## config.mk

```make
export PLATFORM = sky130hd
export DESIGN_NAME = snake_pixel_render_flat
export DESIGN_NICKNAME = d
export VERILOG_FILES = /design/src/rtl/snake_pkg.sv /design/src/rtl/snake_pixel_render_if.sv /design/src/rtl/snake_cell_counter.sv /design/src/rtl/snake_pixel_render.sv /design/src/flat_wrapper.sv
export SDC_FILE = /design/constraint.sdc
export NUM_CORES = 1
export LEC_CHECK = 0
export BUFFER_PORTS_ARGS = -buffer_cell sky130_fd_sc_hd__buf_2
export CORE_MARGIN = 5
export CORE_UTILIZATION = 54
export DETAILED_ROUTE_END_ITERATION = 6
export GPL_ROUTABILITY_DRIVEN = 0
export PLACE_DENSITY = 0.82
export SYNTH_ARGS = -nofsm -noshare
export SYNTH_HDL_FRONTEND = slang
export SYNTH_HIERARCHICAL = 1
export SYNTH_SLANG_ARGS = --single-unit
```

## constraint.sdc

```tcl
create_clock -name clk -period 2.3 [get_ports clk]
set_input_delay 0.46 -clock clk [delete_from_list [all_inputs] [get_ports clk]]
set_output_delay 0.46 -clock clk [all_outputs]
set_load 0.02 [all_outputs]
```

## src/rtl/snake_pkg.sv

```systemverilog
// Shared definitions for the snake playfield: grid geometry, tile codes and colours.
// Also used by the game-logic block that writes the map RAM.
package snake_pkg;

   localparam int CELL   = 20;
   localparam int COLS   = 32;
   localparam int ROWS   = 24;
   localparam int ADDR_W = 10;

   typedef enum logic [1:0] {
      TILE_EMPTY = 2'd0,
      TILE_BODY  = 2'd1,
      TILE_HEAD  = 2'd2,
      TILE_FOOD  = 2'd3
   } tile_e;

   typedef logic [11:0] rgb_t;

   localparam rgb_t C_EMPTY = 12'h000;
   localparam rgb_t C_BODY  = 12'h0F0;
   localparam rgb_t C_HEAD  = 12'hFF0;
   localparam rgb_t C_FOOD  = 12'hF00;
   localparam rgb_t C_GRID  = 12'h222;

endpackage

```

## src/rtl/snake_pixel_render_if.sv

```systemverilog
// Pixel-stream bundle around the renderer: timing-generator input, map RAM read port, video out.
interface snake_pixel_render_if #(
   parameter int AW = snake_pkg::ADDR_W
);

   logic          hs_in;
   logic          vs_in;
   logic          valid_in;
   logic [AW-1:0] map_addr;
   logic [1:0]    map_data;
   logic          hs;
   logic          vs;
   logic [11:0]   rgb;
   logic          frame_tick;

   modport master (
      input  hs_in, vs_in, valid_in, map_data,
      output map_addr, hs, vs, rgb, frame_tick
   );

   modport slave (
      output hs_in, vs_in, valid_in, map_data,
      input  map_addr, hs, vs, rgb, frame_tick
   );

endinterface

```

## src/rtl/snake_cell_counter.sv

```systemverilog
// Tracks the current pixel's position in the cell grid and flags the first
// pixel column / first line of each cell for grid drawing.
module snake_cell_counter #(
   parameter int CELL = snake_pkg::CELL,
   parameter int COLS = snake_pkg::COLS,
   parameter int ROWS = snake_pkg::ROWS,
   localparam int PX_W  = $clog2(CELL),
   localparam int COL_W = $clog2(COLS),
   localparam int ROW_W = $clog2(ROWS)
) (
   input  logic             clk,
   input  logic             reset,
   input  logic             valid_in,
   input  logic             vs_in,
   output logic [ROW_W-1:0] row,
   output logic [COL_W-1:0] col,
   output logic             cell_edge
);

   localparam logic [PX_W-1:0]  PX_LAST  = PX_W'(CELL - 1);
   localparam logic [COL_W-1:0] COL_LAST = COL_W'(COLS - 1);
   localparam logic [ROW_W-1:0] ROW_LAST = ROW_W'(ROWS - 1);

   logic [PX_W-1:0] px_cnt;
   logic [PX_W-1:0] ln_cnt;
   logic            valid_q;
   logic            eol;

   assign eol = valid_q & ~valid_in;

   // NOTE: state uses non-blocking assignments so every register samples pre-edge values;
   // reset is asynchronous so the counters clear even without a running pixel clock.
   always_ff @(posedge clk or negedge reset) begin
      if (!reset) begin
         px_cnt <= '0;
         col    <= '0;
      end else if (!valid_in) begin
         px_cnt <= '0;
         col    <= '0;
      end else if (px_cnt == PX_LAST) begin
         px_cnt <= '0;
         if (col != COL_LAST) col <= col + 1'b1;
      end else begin
         px_cnt <= px_cnt + 1'b1;
      end
   end

   // Vertical sync wins over an end-of-line falling in the same cycle.
   always_ff @(posedge clk or negedge reset) begin
      if (!reset) begin
         valid_q <= 1'b0;
         ln_cnt  <= '0;
         row     <= '0;
      end else begin
         valid_q <= valid_in;
         if (!vs_in) begin
            ln_cnt <= '0;
            row    <= '0;
         end else if (eol) begin
            if (ln_cnt == PX_LAST) begin
               ln_cnt <= '0;
               if (row != ROW_LAST) row <= row + 1'b1;
            end else begin
               ln_cnt <= ln_cnt + 1'b1;
            end
         end
      end
   end

   assign cell_edge = (px_cnt == '0) || (ln_cnt == '0);

endmodule

```

## src/rtl/snake_pixel_render.sv

```systemverilog
// Two-stage pixel renderer: map address from the cell counters, colour lookup on the
// returned tile code, sync realigned to the pipeline, frame tick at vsync start.
module snake_pixel_render
   import snake_pkg::tile_e, snake_pkg::rgb_t,
          snake_pkg::TILE_EMPTY, snake_pkg::TILE_BODY, snake_pkg::TILE_HEAD, snake_pkg::TILE_FOOD;
#(
   parameter int   CELL    = snake_pkg::CELL,
   parameter int   COLS    = snake_pkg::COLS,
   parameter int   ROWS    = snake_pkg::ROWS,
   parameter int   ADDR_W  = snake_pkg::ADDR_W,
   parameter bit   GRID_EN = 1'b1,
   parameter rgb_t C_EMPTY = snake_pkg::C_EMPTY,
   parameter rgb_t C_BODY  = snake_pkg::C_BODY,
   parameter rgb_t C_HEAD  = snake_pkg::C_HEAD,
   parameter rgb_t C_FOOD  = snake_pkg::C_FOOD,
   parameter rgb_t C_GRID  = snake_pkg::C_GRID
) (
   input logic                 clk,
   input logic                 reset,
   snake_pixel_render_if.master bus
);

   localparam int COL_W = $clog2(COLS);
   localparam int ROW_W = $clog2(ROWS);

   logic [ROW_W-1:0] row;
   logic [COL_W-1:0] col;
   logic             cell_edge;

   logic v1, hs1, vs1, e1;
   logic vs_prev;
   rgb_t colour;

   snake_cell_counter #(
      .CELL (CELL),
      .COLS (COLS),
      .ROWS (ROWS)
   ) u_counter (
      .clk       (clk),
      .reset     (reset),
      .valid_in  (bus.valid_in),
      .vs_in     (bus.vs_in),
      .row       (row),
      .col       (col),
      .cell_edge (cell_edge)
   );

   // Constant power-of-two COLS reduces the multiply to a {row,col} concatenation.
   assign bus.map_addr = ADDR_W'(row) * ADDR_W'(COLS) + ADDR_W'(col);

   // Stage 1: the map RAM read is in flight, so carry the per-pixel side info alongside it.
   always_ff @(posedge clk or negedge reset) begin
      if (!reset) begin
         v1  <= 1'b0;
         hs1 <= 1'b1;
         vs1 <= 1'b1;
         e1  <= 1'b0;
      end else begin
         v1  <= bus.valid_in;
         hs1 <= bus.hs_in;
         vs1 <= bus.vs_in;
         e1  <= cell_edge;
      end
   end

   // NOTE: every branch of a combinational block must assign its outputs; the default
   // written first guarantees that and so prevents latch inference.
   always_comb begin
      colour = '0;
      if (v1) begin
         case (tile_e'(bus.map_data))
            TILE_EMPTY: colour = (GRID_EN && e1) ? C_GRID : C_EMPTY;
            TILE_BODY:  colour = C_BODY;
            TILE_HEAD:  colour = C_HEAD;
            TILE_FOOD:  colour = C_FOOD;
            default:    colour = '0;
         endcase
      end
   end

   // vs_prev clears to 0 so a reset released inside vsync does not fake a falling edge.
   always_ff @(posedge clk or negedge reset) begin
      if (!reset) begin
         bus.rgb        <= '0;
         bus.hs         <= 1'b1;
         bus.vs         <= 1'b1;
         bus.frame_tick <= 1'b0;
         vs_prev        <= 1'b0;
      end else begin
         bus.rgb        <= colour;
         bus.hs         <= hs1;
         bus.vs         <= vs1;
         bus.frame_tick <= vs_prev & ~bus.vs_in;
         vs_prev        <= bus.vs_in;
      end
   end

endmodule

```

## src/flat_wrapper.sv

```systemverilog
// flat-port wrapper written by rule: the top's interface ports become plain ports
module snake_pixel_render_flat import snake_pkg::tile_e, snake_pkg::rgb_t,
          snake_pkg::TILE_EMPTY, snake_pkg::TILE_BODY, snake_pkg::TILE_HEAD, snake_pkg::TILE_FOOD; import snake_pkg::*;
#(
   parameter int   CELL    = snake_pkg::CELL,
   parameter int   COLS    = snake_pkg::COLS,
   parameter int   ROWS    = snake_pkg::ROWS,
   parameter int   ADDR_W  = snake_pkg::ADDR_W,
   parameter bit   GRID_EN = 1'b1,
   parameter rgb_t C_EMPTY = snake_pkg::C_EMPTY,
   parameter rgb_t C_BODY  = snake_pkg::C_BODY,
   parameter rgb_t C_HEAD  = snake_pkg::C_HEAD,
   parameter rgb_t C_FOOD  = snake_pkg::C_FOOD,
   parameter rgb_t C_GRID  = snake_pkg::C_GRID
)
  (clk, reset, bus_hs_in, bus_vs_in, bus_valid_in, bus_map_data, bus_map_addr, bus_hs, bus_vs, bus_rgb, bus_frame_tick);
  snake_pixel_render_if #(.AW(ADDR_W)) bus_i ();
  input logic clk;
  input logic reset;
  input wire logic [$bits(bus_i.hs_in)-1:0] bus_hs_in;
  input wire logic [$bits(bus_i.vs_in)-1:0] bus_vs_in;
  input wire logic [$bits(bus_i.valid_in)-1:0] bus_valid_in;
  input wire logic [$bits(bus_i.map_data)-1:0] bus_map_data;
  output wire logic [$bits(bus_i.map_addr)-1:0] bus_map_addr;
  output wire logic [$bits(bus_i.hs)-1:0] bus_hs;
  output wire logic [$bits(bus_i.vs)-1:0] bus_vs;
  output wire logic [$bits(bus_i.rgb)-1:0] bus_rgb;
  output wire logic [$bits(bus_i.frame_tick)-1:0] bus_frame_tick;
  assign bus_i.hs_in = bus_hs_in;
  assign bus_i.vs_in = bus_vs_in;
  assign bus_i.valid_in = bus_valid_in;
  assign bus_i.map_data = bus_map_data;
  assign bus_map_addr = bus_i.map_addr;
  assign bus_hs = bus_i.hs;
  assign bus_vs = bus_i.vs;
  assign bus_rgb = bus_i.rgb;
  assign bus_frame_tick = bus_i.frame_tick;
  snake_pixel_render #(.CELL(CELL), .COLS(COLS), .ROWS(ROWS), .ADDR_W(ADDR_W), .GRID_EN(GRID_EN), .C_EMPTY(C_EMPTY), .C_BODY(C_BODY), .C_HEAD(C_HEAD), .C_FOOD(C_FOOD), .C_GRID(C_GRID)) u_core (.clk(clk), .reset(reset), .bus(bus_i));
endmodule
```

==> results_dict.tcl <==
set metrics [dict create \
    crit_slowest_cell "or4_1" \
    combPwrFrac_pct 9.7 \
    core_area_um2 3028 \
    cts_buffer_depth 2 \
    cp_data_arrival_time_ns 2.09 \
    status "complete, no violations" \
    nFillCells 244 \
    crit_top_cell "ha_1" \
    initial_core_util_pct 55.74 \
    multi_input_area_um2 730.7 \
    power_switching_share_pct 24.98 \
    grt_pass1_vias 1242 \
    synth_most_common_cell "dfrtp_1" \
    critical-path-max-stage-delay_ns 0.51 \
    drive_gt1_share_pct 23.37 \
    synth_edf_count 0 \
    critical_path_class "flop to flop" \
    grt_max_degree 35 \
    gr-total-overflow 0 \
    finalNetCount 200 \
    avgSynthCellArea_um2 10.96 \
    setup_violations 0 \
    dr.pass1.iters 4 \
    ys.flop_type "dfrtp_1" \
    fin_crit_ns 1.829 \
    netlist_top_cells_count "dfrtp_1 (30), a21oi_1 (12), inv_1 (12)" \
    holdWs_ns 0.1703 \
    stdcell_count 228 \
    rows 20 \
    syn_area_um2 1688 \
    syn_to_final_growth_pct 11.79 \
    cts_tree "built" \
    p_leak_nw 0.9292 \
    rrSetupSlack_ns 0.47 \
    worst_slew_pin_slew_ns 0.7173 \
    rr_worst_depth 5 \
    pin_count 32 \
    totalWireLength_mm 3.240 \
    crit_fanout 7 \
    drc 0 \
    slew_headroom_pct 52.18 \
    regArea_um2 855.8 \
    antenna_found_initial 0 \
    die-area_um2 4343 \
    reg2reg_from "u_core/u_counter/col[0]" \
    placed_cells 220 \
    internal-power_mw 0.8030 \
    critPathCaptureType "flop" \
    ctsResizeCount 0 \
    ys_seq_area_share_pct 50.70 \
    power_frac_seq_pct 59.1 \
    yosys.area.top_type "dfrtp_1" \
    synthTopCellsByArea "dfrtp_1 (44%), ha_1 (7.4%), dfstp_2 (6.2%), a21oi_1 (3.6%), nand4bb_4 (3.3%)" \
    vdd_drop_max_uv 285.2 \
    wire_per_inst_um 14.21 \
    maxCapViolCount 0 \
    fin_crit_sh_pct 79.53 \
    hpwl_mm 2.359 \
    finalHoldViolCount 0 \
    synth_warnings 6 \
    ys_ff_latch 34 \
    finClkSkew_ns 0.008048 \
    p_per_area_nw_per_um2 567.3 \
    drt_iter0_markers 51 \
    final_core_util_pct 62.31 \
    vias 1253 \
    critical_path.cell_chain "ha_1, and3_1, ha_1, or4_1, a21oi_1" \
    antenna_left 0 \
    pwr-share-clk_pct 31.2 \
    cts_root_buf "clkbuf_4" \
    clk_pin_slew_ns 0.10 \
    drv_slew 0 \
    clk_latency_ns 0.33 \
    post_cts_buffers 0 \
    fp.dieW_um 65.91 \
    hold_path_class "input pin to asynchronous set/reset pin" \
    viasPerCell 5.496 \
    portBuffers 28 \
    critPathRequiredTime_ns 2.56 \
    cp-start-kind "flop" \
    yosysTopAreaCellShare_pct 44.48 \
    tns_ns 0 \
    diodes 0 \
    clock.fmax_ghz 0.5467 \
    p_switching_mw 0.2673 \
    holdBufCountCts 0 \
    rsz0062_at_grt "no" \
    grt_usage_pct 16.60 \
    async_reset_ff_share_pct 100.0 \
    reg2reg_to "u_core/u_counter/col[3]" \
    htreeDepth 2 \
    cts_sinks 34 \
    grt_pass1_wl_mm 5.464 \
    cts_buffers 5 \
    ys_types 38 \
    fp.dieH_um 65.91 \
    syn_inst 154 \
]
==> power by group through the flow <==
stage	Clock [mW]	Sequential [mW]	Combinational, mW
final	0.334	0.633	0.103
after global routing	0.384	0.637	0.114
after detailed placement	0	0.644	0.104
after global placement	0	0.643	0.100
after CTS	0.352	0.633	0.105
after floorplan	0	0.654	0.0609
==> routing by layer <==
metal  vias up  routed length [um]  global-route usage (%)
met5         -                   0                       0
met4         0                  36                   6.736
met3         4                 221                   5.612
met2        45                1696                   28.66
met1       611                1286                   18.60
li1        593                   -                       -
==> layout by cell type, fill, tap and decap left out, types with 2 or more instances in the layout <==
| cell | n |
|---|---|
| dfrtp_1 | 30 |
| buf_2 | 28 |
| a21oi_1 | 12 |
| inv_1 | 12 |
| ha_1 | 10 |
| nand3_1 | 9 |
| nand2_1 | 9 |
| nor2b_1 | 8 |
| o21ai_0 | 6 |
| clkbuf_4 | 5 |
| and3_1 | 4 |
| dfstp_2 | 4 |
| nor3_1 | 4 |
| nand2b_1 | 3 |
| conb_1 | 3 |
| a31oi_1 | 3 |
| mux2i_1 | 3 |
| or3_1 | 3 |
| o21a_1 | 2 |
| nor2_1 | 2 |
| nand4bb_4 | 2 |
| o31ai_1 | 2 |
| or4_1 | 2 |
==> final cells by class <==
| cell class | instances | share of cell area (%) |
|---|---|---|
| clock inverters | 1 | 0.2653 |
| flip-flops and latches | 34 | 45.36 |
| multi-input cells | 102 | 38.73 |
| repair buffers | 28 | 7.427 |
| well taps | 44 | 2.918 |
| inverters | 12 | 2.387 |
| clock buffers | 7 | 2.918 |
==> sequential cells by signal, summed over array words and instances, names as in the netlist, 5 cells and up <==
signal,flops
u_core/bus.rgb,5
u_core/u_counter/row,5
u_core/u_counter/col,5
u_core/u_counter/ln_cnt,5
u_core/u_counter/px_cnt,5
==> critical path: cells and delay by family (launching register included) <==
family	cells	cell delay, ns
adder cells (fa/ha/maj)	2	0.48
AND/OR/NAND/NOR	2	0.71
AO/OA/AOI/OAI	1	0.15
flip-flops	1	0.43
==> metrics by stage <==
step	setup slack [ns]	power (mW)	cell area, um^2
after global routing	0.3282	1.135	1887
after floorplan	0.5033	0.7150	1695
after global placement	0.5864	0.7433	1827
after detailed placement	0.4917	0.7481	1827
after CTS	0.4819	1.090	1887
final	0.4708	1.070	1887
==> worst max path at each step <==
stage | start | end | slack, ns | cells after the start
floorplan | u_core/u_counter/col[0] | u_core/u_counter/col[3] | 0.50 | 5
global placement | u_core/u_counter/col[0] | u_core/u_counter/col[3] | 0.59 | 5
detailed placement | u_core/u_counter/col[0] | u_core/u_counter/col[3] | 0.49 | 5
CTS | u_core/u_counter/col[0] | u_core/u_counter/col[3] | 0.48 | 5
global route | u_core/u_counter/col[0] | u_core/u_counter/col[3] | 0.33 | 5
finish | u_core/u_counter/col[0] | u_core/u_counter/col[3] | 0.47 | 5
==> logic make-up (layout without fill, tap and decap cells) <==
group                      count (synthesis)  in the layout  share of synthesized area (%)
other                                      1              3                         0.2222
buffers and inverters                     20             48                          6.449
AOI/OAI and AO/OA                         30             30                          10.90
adders and majority gates                 10             10                          7.413
xor gates and xnor gates                   1              1                         0.5190
DFF                                       34             34                          50.70
muxes                                      3              3                          1.779
and+or+nand+nor                           55             55                          22.02
(Power assumes the default switching activity.)
